==> src/rtl/addsub_ctrl16.sv <==
// Request/response sequencer around an external 16-bit adder with Z/N/C/V flags.
// Define ADDSUB_TIMEOUT_EN to bound the WAIT state by TIMEOUT_CYCLES edges.
module addsub_ctrl16 #(
   parameter int TIMEOUT_CYCLES = 15
) (
   input  logic        clk,
   input  logic        rst,
   input  logic        req_valid,
   output logic        req_ready,
   input  logic        req_op,
   input  logic [15:0] req_a,
   input  logic [15:0] req_b,
   output logic        add_en,
   output logic        add_c_in,
   output logic [15:0] add_a,
   output logic [15:0] add_b,
   input  logic [15:0] add_sum,
   input  logic        add_c_out,
   input  logic        add_ready,
   output logic        res_valid,
   input  logic        res_ack,
   output logic [15:0] res_data,
   output logic [3:0]  res_flags,
   output logic        res_err
);

   typedef enum logic [1:0] {
      IDLE  = 2'd0,
      ISSUE = 2'd1,
      WAIT  = 2'd2,
      DONE  = 2'd3
   } state_t;

   state_t state;

   logic z, n, v, same_sign;

   // Subtract is A + ~B + 1, so overflow needs the raw operand signs to differ.
   always_comb begin
      z = (add_sum == 16'h0000);
      n = add_sum[15];
      same_sign = (add_a[15] == add_b[15]);
      v = (add_c_in ? !same_sign : same_sign) & (add_sum[15] != add_a[15]);
   end

`ifdef ADDSUB_TIMEOUT_EN
   localparam logic [3:0] LAST_WAIT = 4'(TIMEOUT_CYCLES - 1);
   logic [3:0] cnt;
`else
   localparam int unused_timeout = TIMEOUT_CYCLES;
   assign res_err = 1'b0;
`endif

   always_ff @(posedge clk or posedge rst) begin
      if (rst) begin
         state     <= IDLE;
         req_ready <= 1'b1;
         add_en    <= 1'b0;
         add_c_in  <= 1'b0;
         add_a     <= 16'h0000;
         add_b     <= 16'h0000;
         res_valid <= 1'b0;
         res_data  <= 16'h0000;
         res_flags <= 4'h0;
`ifdef ADDSUB_TIMEOUT_EN
         res_err   <= 1'b0;
         cnt       <= 4'h0;
`endif
      end else begin
         unique case (state)
            IDLE: begin
               if (req_valid) begin
                  add_a     <= req_a;
                  add_b     <= req_b;
                  add_c_in  <= req_op;
                  add_en    <= 1'b1;
                  req_ready <= 1'b0;
                  state     <= ISSUE;
               end
            end
            ISSUE: begin
`ifdef ADDSUB_TIMEOUT_EN
               cnt   <= 4'h0;
`endif
               state <= WAIT;
            end
            WAIT: begin
               if (add_ready) begin
                  res_data  <= add_sum;
                  res_flags <= {z, n, add_c_out, v};
`ifdef ADDSUB_TIMEOUT_EN
                  res_err   <= 1'b0;
`endif
                  res_valid <= 1'b1;
                  add_en    <= 1'b0;
                  state     <= DONE;
               end
`ifdef ADDSUB_TIMEOUT_EN
               else if (cnt == LAST_WAIT) begin
                  res_data  <= 16'h0000;
                  res_flags <= 4'h0;
                  res_err   <= 1'b1;
                  res_valid <= 1'b1;
                  add_en    <= 1'b0;
                  state     <= DONE;
               end else begin
                  cnt <= cnt + 4'h1;
               end
`endif
            end
            DONE: begin
               if (res_ack) begin
                  res_valid <= 1'b0;
                  req_ready <= 1'b1;
                  state     <= IDLE;
               end
            end
            default: state <= IDLE;
         endcase
      end
   end

endmodule

==> config.mk <==
export PLATFORM = sky130hd
export DESIGN_NAME = addsub_ctrl16
export DESIGN_NICKNAME = d
export VERILOG_FILES = /design/src/rtl/addsub_ctrl16.sv
export SDC_FILE = /design/constraint.sdc
export NUM_CORES = 1
export LEC_CHECK = 0
export ABC_AREA = 1
export CAP_MARGIN = 0
export CORE_ASPECT_RATIO = 0.6
export CORE_MARGIN = 2
export CORE_UTILIZATION = 62
export DETAILED_ROUTE_END_ITERATION = 6
export DONT_BUFFER_PORTS = 1
export PLACE_DENSITY_LB_ADDON = 0.1
export SYNTH_ARGS = -nofsm -noshare
export SYNTH_HDL_FRONTEND = slang
export SYNTH_SLANG_ARGS = --single-unit
==> constraint.sdc <==
create_clock -name clk -period 2.4 [get_ports clk]
set_input_delay 0.48 -clock clk [delete_from_list [all_inputs] [get_ports clk]]
set_output_delay 0.48 -clock clk [all_outputs]
set_load 0.03 [all_outputs]
# Yosys cells after proc, flatten, opt, wreduce, memory -nomap -nowiden
# Cells that the tools add are included.
[word_totals] ff_bits=58 latchBits=0 mem_bits_rw=0 rom_bits=0 in_bits=55 output_inout_bits=57 word_cells=44 mem_count=0
[op_classes] addsub=0 n_mul=0 n_div=0 magnitude_cmp=0 eq_ne=8 shift=0 muxes=14 bitwise_logic=1 n_reduce_logical=12
[op_table] operator="16-bit zero test" count=1
[op_table] operator="3-bit AND reduction" count=4
[op_table] operator="2-bit one-hot mux with 4 select lines" count=1
[op_table] operator="1-bit 2-to-1 mux" count=7
[op_table] operator="2-bit 2-to-1 mux" count=3
[op_table] operator="2-bit != test (second input constant)" count=3
[op_table] operator="1-bit one-hot mux with 2 select lines" count=3
[op_table] operator="2-bit nonzero test" count=3
[op_table] operator="2-bit equality test (second input constant)" count=2
[op_table] operator="2-bit AND reduction" count=2
[op_table] operator="2-bit by 1-bit equality test with 1-bit output (second input constant)" count=1
[op_table] operator="2-bit zero test" count=1
[op_table] operator="1-bit AND" count=1
[op_table] operator="1-bit equality test" count=1
[op_table] operator="1-bit zero test" count=1
[op_table] operator="1-bit != test" count=1

# Logic depth before layout (Yosys ltp)
[depth] word_depth=4 mapped_depth=8 depth_no_buf=8

# Worst setup path after synthesis
# No wires, ideal clock.
[synth_path] path_kind="register to register" start="register state[0]" end="register add_a[0]" setup_ns=0.125 arrival_ns=1.321 t_required_ns=2.275 path_slack_ns=0.954 stages_incl_launch_ff=6 synth_period_minus_slack_ns=1.446 path_cell_list="dfrtp_1 > inv_1 > ha_1 > nand2_4 > buf_6 > mux2_4"
[synth_via] elab_chain_len=2
[synth_lines] item="start, declared" line_no="34" rtl="state_t state;"
[synth_lines] item="start signal, assigned" line_no="56" rtl="state <= IDLE;"
[synth_lines] item="start signal, assigned" line_no="78" rtl="state <= ISSUE;"
[synth_lines] item="start signal, assigned" line_no="85" rtl="state <= WAIT;"
[synth_lines] item="2-bit zero test" line_no="70" rtl="unique case (state)"
[synth_lines] item="2-bit AND reduction (no source line)"
[synth_lines] item="end signal, assigned" line_no="73" rtl="add_a <= req_a;"
[synth_lines] item="end, declared" line_no="15" rtl="output logic [15:0] add_a,"
# No other way between the ends.
# A chain may end at the register's enable or synchronous reset.

# Worst setup path in the final report
[layout_path] start="register state[0]" end="register add_a[5]"
# Same word-level chain as after synthesis.

==> flow_summary.ini <==
[global_route]
use_met3_pct = 11.5
use_met2_pct = 35.3
busiest_layer = met2
grt-ovfl-total = 0
grt_usage_pct = 22.5
grt_max_degree = 58
grt_pass1_wl_microns = 7420
grtUsageMet1_pct = 26.2
antenna_found_initial = 0
grt_pass1_vias = 1513

[sta]
worst_pin_slew_ns = 0.696
finClkSkew_ns = 0.00476
finalCriticalPeriod_ns = 1.79
setup_tns_ns = 0
whs_ns = 0.217
fin_ws_ns = 0.608
setup_violations = 0
relSlewSlack_pct = 53.6
post-route-period-util_pct = 74.7
fmax_mhz = 558
hold_viol_final = 0
drv_slew = 0
rsz0062_at_grt = no

[clock_network]
cts_tree = built
clkSlewWorstSetupHoldPaths_ns = 0.06
clkLatencyLatePin_ns = 0.33
htree_levels = 3
cts.path.max_buffers = 2
cts_setup_buffers = 0
clock-root-buffer = clkbuf_8
cts_resized = 0
postCtsHoldBufs = 0
numCtsBuffers = 9
cts_num_sinks = 57

[detailed_routing]
drc = 9
drt_iter0_markers = 53
postRouteAntennaNets = 0
num_vias = 1523
drt_first_pass_iters = 7
avgViaCountPerCell = 5.40
drt_wl_total_microns = 4750
avgRoutedWirePerCell_microns = 16.9

[floorplan]
dieArea_sq_mm = 0.00456
fp.dieW_microns = 85.8
num_rows = 17
initial_core_util_pct = 66.1
io_pins = 112
die_y_microns = 53.1
core_area_sq_mm = 0.00376

[synthesis]
synth_top_cell_by_area = dfrtp_1
synth_fa_ha_area_share_pct = 3.02
synth.area.mux_share_pct = 17.0
ys_top_cells_by_count = 68 x nand2_1, 56 x dfrtp_1, 23 x mux2_4
synth_cell_types = 18
synthesis.nets = 286
syn-instance-count = 225
synth_top_family_by_area = multiplexers
yosysMostFrequentCell = nand2_1
synthXorXnorAreaFrac_pct = 0
ys.flop_type = dfrtp_1
synth_compound_area_share_pct = 2.81
synth_edf_count = 0
syn_area_sq_mm = 0.00249
ys_seq_area_share_pct = 57.3
yosysWarnings = 0
synth_area_leaders = dfrtp_1 56%, mux2_4 14%, nand2_1 10%
synth_top_area_share_pct = 56.3
synthSimpleGateAreaFrac_pct = 14.3
ys_ff_latch = 57
async_flop_share_pct = 100
synth_area_per_cell_sq_um = 11.1

[power_and_ir_drop]
ir_drop_mv = 0.876
p_per_area_mw_per_mm2 = 1750
power_leakage_uw = 0.00144

[cells_and_area]
multi_input_area_sq_um = 930
stdcell_area_sq_mm = 0.00273
fillers = 277
final_nets = 291
seq_area_sq_mm = 0.00143
n_antenna_cell = 0
area_delta_synth_final_pct = 9.70
final_layout_size_suffix_gt1_share_pct = 22.1
fin_cells = 282

[setup_path]
path_max_fanout = 37
arrival_ns = 2.01
end_kind = register
critPathKind = reg -> reg
cp.required_ns = 2.62
start_kind = register

[job]
max_cap_viol_count = 0

[run_status]
violations = DRC
status = finished, violations left

[placement]
dp_hpwl_microns = 3450
place_inst = 266
post_dp_cell_area_sq_mm = 0.00250
io_buffers = 0
dp_slack_ns = 0.601
globalplace.congestion = 0.807

[min_path]
hp-class = in -> async
-- metrics by stage --
step           utilization [%]  total power (uW)
2_1_floorplan                -              3580
3_3_place_gp              66.5              3720
3_5_place_dp              66.5              3810
4_1_cts                   72.5              4830
5_1_grt                   72.5              5050
6_report                  72.5              4790
-- placed cells by master, fill, tap and decap left out --
master,count
nand2_1,68
dfrtp_1,56
mux2_4,23
inv_1,18
nor2_1,13
clkbuf_8,11
o21ai_0,10
nand3_1,7
mux2_2,7
ha_1,6
a21oi_1,4
bufinv_16,2
clkinv_2,2
buf_4,2
nand2_4,1
or2_2,1
inv_2,1
conb_1,1
clkinvlp_4,1
dfstp_2,1
-- flip-flops by register name (all words and copies together), names as in the netlist --
register   count
res_valid      1
req_ready      1
res_flags      4
add_en         1
state          2
add_a         16
res_data      15
add_b         16
add_c_in       1
-- final cells by class --
cell class                 instances  area share [%]
clock inverter                     5            2.84
clock buffer                      11            5.54
inverter                          19            2.61
multi-input combinational        141            34.0
timing repair buffer               2           0.550
tap                               47            2.15
sequential                        57            52.3
-- power by group --
part	internal, uW	total (uW)	switching, uW	leakage, uW
clock network	637	1000	367	0.000115
logic	592	1090	497	0.000641
registers	1420	2690	1270	0.000683
total	2650	4790	2140	0.00144
-- cells by family (layout without fill, tap and decap cells) --
family | Yosys count | count (layout)
muxes | 30 | 30
adders and majority gates | 6 | 6
and+or+nand+nor | 90 | 90
buffers and inverters | 27 | 37
AOI/OAI and AO/OA | 14 | 14
DFF | 57 | 57
other | 1 | 1
-- critical path, stage by stage, from the launching register on --
cell and delay [ns]:
dfrtp_1 0.41, inv_1 0.12, ha_1 0.28, nand2_4 0.45, mux2_2 0.40
-- routing by layer --
layer / up-vias / part of all wire (%) / wire length [microns]
met5: - / 0 / 0
met2: 83 / 47 / 2230
met4: 0 / 1.2 / 58
met3: 6 / 12 / 560
li1: 717 / - / -
met1: 717 / 40 / 1900
-- final timing paths --
kind | startpoint | end | slack [ns] | cells past startpoint
max in group asynchronous | rst | state[1] | 1.72 | 2
min in group clk | add_sum[1] | res_data[1] | 0.26 | 2
hold / removal | rst | add_b[4] | 0.22 | 2
setup reg to reg | state[0] | add_a[5] | 0.61 | 4
setup / recovery | state[0] | add_a[5] | 0.61 | 4
hold reg to reg | req_ready | req_ready | 0.58 | 2
Note: power is estimated with default switching activity, not from simulation.
